<file path="src/rtl/dram_sched_pkg.sv">
// Shared types and default widths for the DRAM command scheduler.
// Refresh support is enabled by defining DRAM_SCHED_REFRESH_EN.
package dram_sched_pkg;

  localparam int unsigned DEF_DEPTH          = 4;
  localparam int unsigned DEF_ADDR_W         = 16;
  localparam int unsigned DEF_DATA_W         = 8;
  localparam int unsigned DEF_REFRESH_PERIOD = 512;

  typedef enum logic [1:0] {
    ST_IDLE,
    ST_ISSUE,
    ST_REFRESH
  } sched_state_t;

  // Command record at default widths; the scheduler flattens the same field order.
  typedef struct packed {
    logic                  rw;
    logic [DEF_ADDR_W-1:0] addr;
    logic [DEF_DATA_W-1:0] wdata;
  } cmd_t;

endpackage

</file>
<file path="src/rtl/dram_cmd_fifo.sv">
// Parameterised synchronous FIFO with registered occupancy count and
// combinational head; push when full and pop when empty are dropped.
module dram_cmd_fifo #(
  parameter int unsigned DEPTH = 4,
  parameter int unsigned WIDTH = 25
) (
  input  logic                   clk,
  input  logic                   reset_n,
  input  logic                   push,
  input  logic [WIDTH-1:0]       din,
  input  logic                   pop,
  output logic [WIDTH-1:0]       head,
  output logic [$clog2(DEPTH):0] count
);

  localparam int unsigned PTR_W = $clog2(DEPTH);
  localparam logic [PTR_W:0] FULL_CNT = (PTR_W + 1)'(DEPTH);

  logic [WIDTH-1:0] mem [DEPTH];
  logic [PTR_W-1:0] wr_ptr;
  logic [PTR_W-1:0] rd_ptr;
  logic             do_push;
  logic             do_pop;

  assign do_push = push && (count != FULL_CNT);
  assign do_pop  = pop && (count != '0);
  assign head    = mem[rd_ptr];

  always_ff @(posedge clk or negedge reset_n) begin
    if (!reset_n) begin
      wr_ptr <= '0;
      rd_ptr <= '0;
      count  <= '0;
    end else begin
      if (do_push) wr_ptr <= wr_ptr + 1'b1;
      if (do_pop)  rd_ptr <= rd_ptr + 1'b1;
      case ({do_push, do_pop})
        2'b10:   count <= count + 1'b1;
        2'b01:   count <= count - 1'b1;
        default: ;
      endcase
    end
  end

  always_ff @(posedge clk) begin
    if (do_push) mem[wr_ptr] <= din;
  end

endmodule

</file>
<file path="src/rtl/dram_cmd_scheduler.sv">
// Host command FIFO + single-outstanding req/ack issue FSM to the DRAM controller.
// Define DRAM_SCHED_REFRESH_EN to add the periodic refresh timer and REFRESH state.
module dram_cmd_scheduler
  import dram_sched_pkg::*;
#(
  parameter int unsigned DEPTH          = DEF_DEPTH,
  parameter int unsigned ADDR_W         = DEF_ADDR_W,
  parameter int unsigned DATA_W         = DEF_DATA_W,
  parameter int unsigned REFRESH_PERIOD = DEF_REFRESH_PERIOD
) (
  input  logic                   clk,
  input  logic                   reset_n,
  input  logic                   cmd_valid,
  output logic                   cmd_ready,
  input  logic                   cmd_rw,
  input  logic [ADDR_W-1:0]      cmd_addr,
  input  logic [DATA_W-1:0]      cmd_wdata,
  output logic                   rsp_valid,
  output logic [DATA_W-1:0]      rsp_rdata,
  output logic                   mc_req,
  output logic                   mc_rw,
  output logic [ADDR_W-1:0]      mc_addr,
  output logic [DATA_W-1:0]      mc_wdata,
  input  logic                   mc_ack,
  input  logic [DATA_W-1:0]      mc_rdata,
  output logic                   mc_refresh_req,
  input  logic                   mc_refresh_ack,
  output logic [$clog2(DEPTH):0] fifo_count,
  output logic                   refresh_miss
);

  localparam int unsigned CMD_W = 1 + ADDR_W + DATA_W;
  localparam int unsigned CNT_W = $clog2(DEPTH) + 1;
  localparam logic [CNT_W-1:0] FULL_CNT = CNT_W'(DEPTH);

  sched_state_t     state;
  logic             push;
  logic             pop;
  logic [CMD_W-1:0] head;

  // Ready is a function of the registered count only, so a same-cycle pop never frees a slot.
  assign cmd_ready = (fifo_count != FULL_CNT);
  assign push      = cmd_valid && cmd_ready;
  assign pop       = (state == ST_ISSUE) && mc_ack;

  dram_cmd_fifo #(
    .DEPTH (DEPTH),
    .WIDTH (CMD_W)
  ) u_fifo (
    .clk     (clk),
    .reset_n (reset_n),
    .push    (push),
    .din     ({cmd_rw, cmd_addr, cmd_wdata}),
    .pop     (pop),
    .head    (head),
    .count   (fifo_count)
  );

`ifdef DRAM_SCHED_REFRESH_EN
  localparam int unsigned TMR_W = $clog2(REFRESH_PERIOD);
  localparam logic [TMR_W-1:0] TMR_LAST = TMR_W'(REFRESH_PERIOD - 1);

  logic [TMR_W-1:0] timer;
  logic             refresh_pend;
  logic             refresh_done;

  assign refresh_done = (state == ST_REFRESH) && mc_refresh_ack;

  // A wrap always (re)sets pending, so an ack on the wrap edge leaves one refresh owed.
  always_ff @(posedge clk or negedge reset_n) begin
    if (!reset_n) begin
      timer        <= '0;
      refresh_pend <= 1'b0;
      refresh_miss <= 1'b0;
    end else begin
      timer <= (timer == TMR_LAST) ? '0 : timer + 1'b1;
      if (timer == TMR_LAST) begin
        refresh_pend <= 1'b1;
        if (refresh_pend && !refresh_done) refresh_miss <= 1'b1;
      end else if (refresh_done) begin
        refresh_pend <= 1'b0;
      end
    end
  end
`else
  logic unused_refresh_ack;
  assign unused_refresh_ack = mc_refresh_ack;
  assign mc_refresh_req     = 1'b0;
  assign refresh_miss       = 1'b0;
`endif

  always_ff @(posedge clk or negedge reset_n) begin
    if (!reset_n) begin
      state     <= ST_IDLE;
      mc_req    <= 1'b0;
      mc_rw     <= 1'b0;
      mc_addr   <= '0;
      mc_wdata  <= '0;
      rsp_valid <= 1'b0;
      rsp_rdata <= '0;
`ifdef DRAM_SCHED_REFRESH_EN
      mc_refresh_req <= 1'b0;
`endif
    end else begin
      rsp_valid <= 1'b0;
      case (state)
        ST_IDLE: begin
`ifdef DRAM_SCHED_REFRESH_EN
          if (refresh_pend) begin
            state          <= ST_REFRESH;
            mc_refresh_req <= 1'b1;
          end else
`endif
          if (fifo_count != '0) begin
            state                         <= ST_ISSUE;
            mc_req                        <= 1'b1;
            {mc_rw, mc_addr, mc_wdata}    <= head;
          end
        end
        ST_ISSUE: begin
          if (mc_ack) begin
            state  <= ST_IDLE;
            mc_req <= 1'b0;
            if (mc_rw) begin
              rsp_valid <= 1'b1;
              rsp_rdata <= mc_rdata;
            end
          end
        end
`ifdef DRAM_SCHED_REFRESH_EN
        ST_REFRESH: begin
          if (mc_refresh_ack) begin
            state          <= ST_IDLE;
            mc_refresh_req <= 1'b0;
          end
        end
`endif
        default: state <= ST_IDLE;
      endcase
    end
  end

endmodule

</file>
<file path="config.mk">
export PLATFORM = sky130hd
export DESIGN_NAME = dram_cmd_scheduler
export DESIGN_NICKNAME = d
export VERILOG_FILES = /design/src/rtl/dram_sched_pkg.sv /design/src/rtl/dram_cmd_fifo.sv /design/src/rtl/dram_cmd_scheduler.sv
export SDC_FILE = /design/constraint.sdc
export NUM_CORES = 1
export LEC_CHECK = 0
export ABC_AREA = 1
export BUFFER_PORTS_ARGS = -buffer_cell sky130_fd_sc_hd__buf_2
export CORE_ASPECT_RATIO = 1.2
export CORE_MARGIN = 5
export CORE_UTILIZATION = 60
export CTS_CLUSTER_DIAMETER = 80
export DETAILED_ROUTE_END_ITERATION = 10
export PLACE_DENSITY = 0.82
export SLEW_MARGIN = 5
export SYNTH_ARGS = -nofsm -noshare
export SYNTH_HDL_FRONTEND = slang
export SYNTH_SLANG_ARGS = --single-unit
</file>
<file path="constraint.sdc">
create_clock -name clk -period 6.8 [get_ports clk]
set_input_delay 0.34 -clock clk [delete_from_list [all_inputs] [get_ports clk]]
set_output_delay 0.34 -clock clk [all_outputs]
set_load 0.01 [all_outputs]
</file>
==> After elaboration in Yosys (flattened, before gate mapping) <==
Memories as Yosys holds them, arrays and structs flattened. A register that Yosys moved wholly into a read port is not among the register bits.
Cells that the tools add are included.
{ "op_classes": {"n_eq_ne": 6, "n_reduce_logical": 13, "add_sub_neg": 4, "muxes": 12} }
{ "ops": {"columns": ["op", "n"], "rows": [
  ["$mux W1", 7],
  ["$pmux W3 S2", 1],
  ["$reduce_and A3 Y1", 2],
  ["$add A2 B1 Y2 const B", 2],
  ["$eq A2 B1 Y1 const B", 2],
  ["$logic_and A1 B1 Y1", 4],
  ["$mux W2", 2],
  ["$ne A2 B2 Y1 const B", 2],
  ["$pmux W2 S2", 1],
  ["$reduce_and A2 Y1", 2],
  ["$reduce_bool A2 Y1", 2],
  ["$add A3 B1 Y3 const B", 1],
  ["$ne A3 B3 Y1 const B", 1],
  ["$reduce_bool A3 Y1", 1],
  ["$sub A3 B1 Y3 const B", 1],
  ["$eq A2 B2 Y1 const B", 1],
  ["$logic_not A2 Y1", 1],
  ["$pmux W1 S2", 1],
  ["$logic_not A1 Y1", 1]
]} }
{ "word_totals": {"ram_bits": 100, "memories": 1, "input_bits": 38, "wordCells": 43, "reg_bits": 19} }
{ "memory_table": {"columns": ["name", "words", "width", "read_ports", "rd_ports_with_merged_regs", "wr", "line_no", "source"], "rows": [
  ["u_fifo.mem", 4, 25, 1, 1, 1, "dram_cmd_fifo.sv:19", "logic [WIDTH-1:0] mem [DEPTH];"]
]} }

==> Logic depth before layout (Yosys ltp) <==
{ "logic_depth": {"ltp_word": 5, "mapped_depth": 11, "ltp_nobuf": 11} }

==> Cells and area by module <==
From an unflattened synthesis, not the netlist that was laid out.
{ "unflattened": {"cells_unflattened": 506, "hier_area_um2": 5875.6} }
{ "by_module_without_submodules": {"columns": ["mod", "n_inst", "cells_per_inst", "seq_area_each_um2", "area_each_um2"], "rows": [
  ["dram_cmd_fifo", 1, 351, 3178.0, 4458.0],
  ["dram_cmd_scheduler", 1, 155, 875.8, 1417.6]
]} }

==> Worst setup path before layout <==
OpenSTA, ideal clock, no wires.
{ "synth_path": {"path_type": "register to register", "start": "reg u_fifo.count[0]", "end": "mem u_fifo.mem[0][0], enable pin", "setup_slack_ps": 4566, "setup_ps": 407, "arrival_ps": 1827, "path_stages_with_launch": 5, "t_required_ps": 6393, "cell_sequence": "dfrtp_1 -> nor2_4 -> nand2_2 -> nand2_2 -> nor2_1"} }
{ "synth_between": {"elab_chain_cells": 5} }
{ "synth_lines": {"columns": ["element", "line_no", "source"], "rows": [
  ["from (decl)", "dram_cmd_fifo.sv:13", "output logic [$clog2(DEPTH):0] count"],
  ["from (signal assigned)", "dram_cmd_fifo.sv:38", "2'b10: count <= count + 1'b1;"],
  ["from (signal assigned)", "dram_cmd_fifo.sv:39", "2'b01: count <= count - 1'b1;"],
  ["$ne A3 B3 Y1 *", "dram_cmd_scheduler.sv:42", "assign cmd_ready = (fifo_count != FULL_CNT);"],
  ["via cmd_ready", "dram_cmd_scheduler.sv:14", "output logic cmd_ready,"],
  ["$logic_and A1 B1 Y1", "dram_cmd_scheduler.sv:43", "assign push = cmd_valid && cmd_ready;"],
  ["$logic_and A1 B1 Y1 *", "dram_cmd_fifo.sv:25", "assign do_push = push && (count != FULL_CNT);"],
  ["$mux W1 *", "dram_cmd_fifo.sv:46", "if (do_push) mem[wr_ptr] <= din;"],
  ["$mux W1 (implied by the code) *", "dram_cmd_fifo.sv:46", null],
  ["to (decl)", "dram_cmd_fifo.sv:19", null]
]} }
Mark *: on every way through the listed nets, which the timed path passes. The rest lies on a longest branch.

==> flow_metrics.env <==
export IMPL_async_flop_share_pct=29.6
export IMPL_cts_tree="yes"
export IMPL_numCtsBuffers=17
export IMPL_period_minus_slack_ps=2520
export IMPL_cts_resized=0
export IMPL_dr_total_vias=4051
export IMPL_die_area_sq_um=12400
export IMPL_highest_layer="met5"
export IMPL_synth_edf_count=100
export IMPL_rsz0062_at_grt="no"
export IMPL_criticalPathCategory="register to register"
export IMPL_yosysMostFrequentCell="nand2_1"
export IMPL_grt_pass1_vias=4096
export IMPL_slew_violations=0
export IMPL_seq_area_frac_synth_pct=66.1
export IMPL_wl_met3_microns=834
export IMPL_met2_length_microns=6410
export IMPL_grt_max_degree=53
export IMPL_initial_core_util_pct=61.3
export IMPL_totalWireLength_microns=12100
export IMPL_dpl_hpwl_microns=7060
export IMPL_required_ps=7110
export IMPL_fillers=665
export IMPL_slew_headroom_pct=20.8
export IMPL_synth_distinct_cells=25
export IMPL_clock_fmax_ghz=0.397
export IMPL_postCtsSetupBuffers=0
export IMPL_root_buffer="clkbuf_16"
export IMPL_overflow=0
export IMPL_hold_buffers=0
export IMPL_grt_usage_pct=21.0
export IMPL_ant_nets=0
export IMPL_fin_skew_ps=7.90
export IMPL_pre_cts_ws_ps=4370
export IMPL_drive_above_1_share_pct=24.0
export IMPL_synth_top_area_share_pct=48.9
export IMPL_die_w_microns=102
export IMPL_syn_to_final_growth_pct=16.7
export IMPL_io_pins=79
export IMPL_rows=40
export IMPL_vias_per_cell=5.01
export IMPL_setup_slack_ps=4280
export IMPL_setup_viol=0
export IMPL_synth_top_area_cell="edfxtp_1"
export IMPL_gp_congestion=0.725
export IMPL_leakage_nw=3.53
export IMPL_synthCells=592
export IMPL_maxCapViolations=0
export IMPL_synth_area_leaders="edfxtp_1 (49%), dfrtp_1 (17%), nand2_1 (12%), inv_1 (7.0%), nand2_2 (4.4%)"
export IMPL_clock_path_buffers=2
export IMPL_grt_pass1_wl_microns=19400
export IMPL_drc_errors=0
export IMPL_wl_met1_microns=4550
export IMPL_reg2regPathDepth=5
export IMPL_syn_area_per_cell_sq_um=10.4
export IMPL_wl_per_cell_microns=14.9
export IMPL_synthFlopType="edfxtp_1"
export IMPL_fin_tns_setup_ps=0
export IMPL_power_density_nw_per_um2=471
export IMPL_ir_drop_mv=0.217
export IMPL_min_path_type="input pin to async pin"
export IMPL_htreeDepth=4
export IMPL_worst_pin_slew_ps=1190
export IMPL_core_area_sq_um=10000
export IMPL_ys_ff_latch=142
export IMPL_start_kind="register"
export IMPL_clock_latency_ps=420
export IMPL_clock_sinks=142
export IMPL_port_buffers=75
export IMPL_synth_warnings=0
export IMPL_worstPathArrival_ps=2830
export IMPL_nNetsFinal=714
export IMPL_dpl_cell_count=777
export IMPL_final_instance_count_excl_fill=809
export IMPL_status="finished clean"
export IMPL_dr_pass1_iters=5
export IMPL_hold_viol_final=0
export IMPL_synth_cell_area_sq_um=6140
export IMPL_post_route_period_util_pct=37.1
export IMPL_first_iter_violations=285
export IMPL_clk_pin_slew_ps=60
export IMPL_fin_hold_ws_ps=85.5
export IMPL_critical_path_endpoint_type="register"
export IMPL_cp_max_fo=28
export IMPL_die_h_microns=121
export IMPL_synth_common_cells="nand2_1 (192), inv_1 (115), edfxtp_1 (100)"
export IMPL_grt_antenna_before_repair=1
export IMPL_n_antenna_cell=0
==> sequential cells by signal (all words and copies together), names as in the netlist <==
name,cells
mc_addr,16
mc_req,1
mc_rw,1
mc_wdata,8
rsp_rdata,8
rsp_valid,1
u_fifo.count,3
u_fifo.mem,100
u_fifo.rd_ptr,2
u_fifo.wr_ptr,2
==> area by class of cell <==
cell class	instances	area [sq um]	share of cell area, %
multi-input cells	310	1470	20.5
clock buffers	22	505	7.06
repair buffers	80	413	5.77
clock inverters	10	108	1.50
well taps	126	158	2.20
inverters	119	455	6.36
flip-flops and latches	142	4050	56.6
==> critical path: stages, from the launching register on <==
cell	delay, ps
dfrtp_1	1130
clkinv_2	750
nand3_1	280
nand2_1	120
nand2_2	90
nand2_2	50
==> power breakdown <==
part / total (W) / switching, W / internal [W]
Sequential: 0.00131 / 0.000129 / 0.00119
Clock: 0.000930 / 0.000333 / 0.000597
Combinational: 0.00113 / 0.000757 / 0.000374
==> worst paths after layout <==
check	start	to	slack, ps
setup / recovery	u_fifo.rd_ptr[1]	mc_addr[10]	4280
hold / removal	reset_n	mc_addr[0]	90
setup reg to reg	u_fifo.rd_ptr[1]	mc_addr[10]	4280
hold reg to reg	rsp_rdata[6]	rsp_rdata[6]	480
max in group asynchronous	reset_n	mc_req	6090
min in group clk	mc_rdata[2]	rsp_rdata[2]	120
==> cell families (layout without fill, tap and decap cells) <==
family	Yosys count	count (layout)	share of synthesized area, %
buffers and inverters	141	231	10.3
xor gates and xnor gates	5	5	0.714
other	1	2	0.0611
AOI/OAI and AO/OA	3	3	0.245
adders and majority gates	6	6	1.35
DFF	142	142	66.1
and+or+nand+nor	294	294	21.3
==> cell usage in the layout, fill, tap and decap left out, types with 2 or more instances in the layout <==
cell type,count
nand2_1,192
inv_1,115
edfxtp_1,100
buf_2,75
nand3_1,52
nand2_2,43
dfrtp_1,42
clkbuf_16,18
clkinv_2,5
ha_1,5
buf_4,5
nor2_2,4
clkbuf_8,4
xor2_1,3
clkinv_1,2
o21ai_0,2
xnor2_1,2
conb_1,2
clkinvlp_4,2
bufinv_16,2
==> metal layers <==
metal,GRT usage (%),up-vias
li1,-,1972
met1,24.0,1913
met2,36.6,138
met3,5.42,26
met4,9.02,2
met5,0,-
==> metrics by stage <==
step                      area, sq um  power [W]  util (%)
final                            7160    0.00337      71.5
after CTS                        7160    0.00340      71.5
after floorplan                  6140    0.00217         -
after global routing             7160    0.00359      71.5
after global placement           6550    0.00239      65.4
after detailed placement         6550    0.00245      65.4
(Power assumes the default switching activity.)
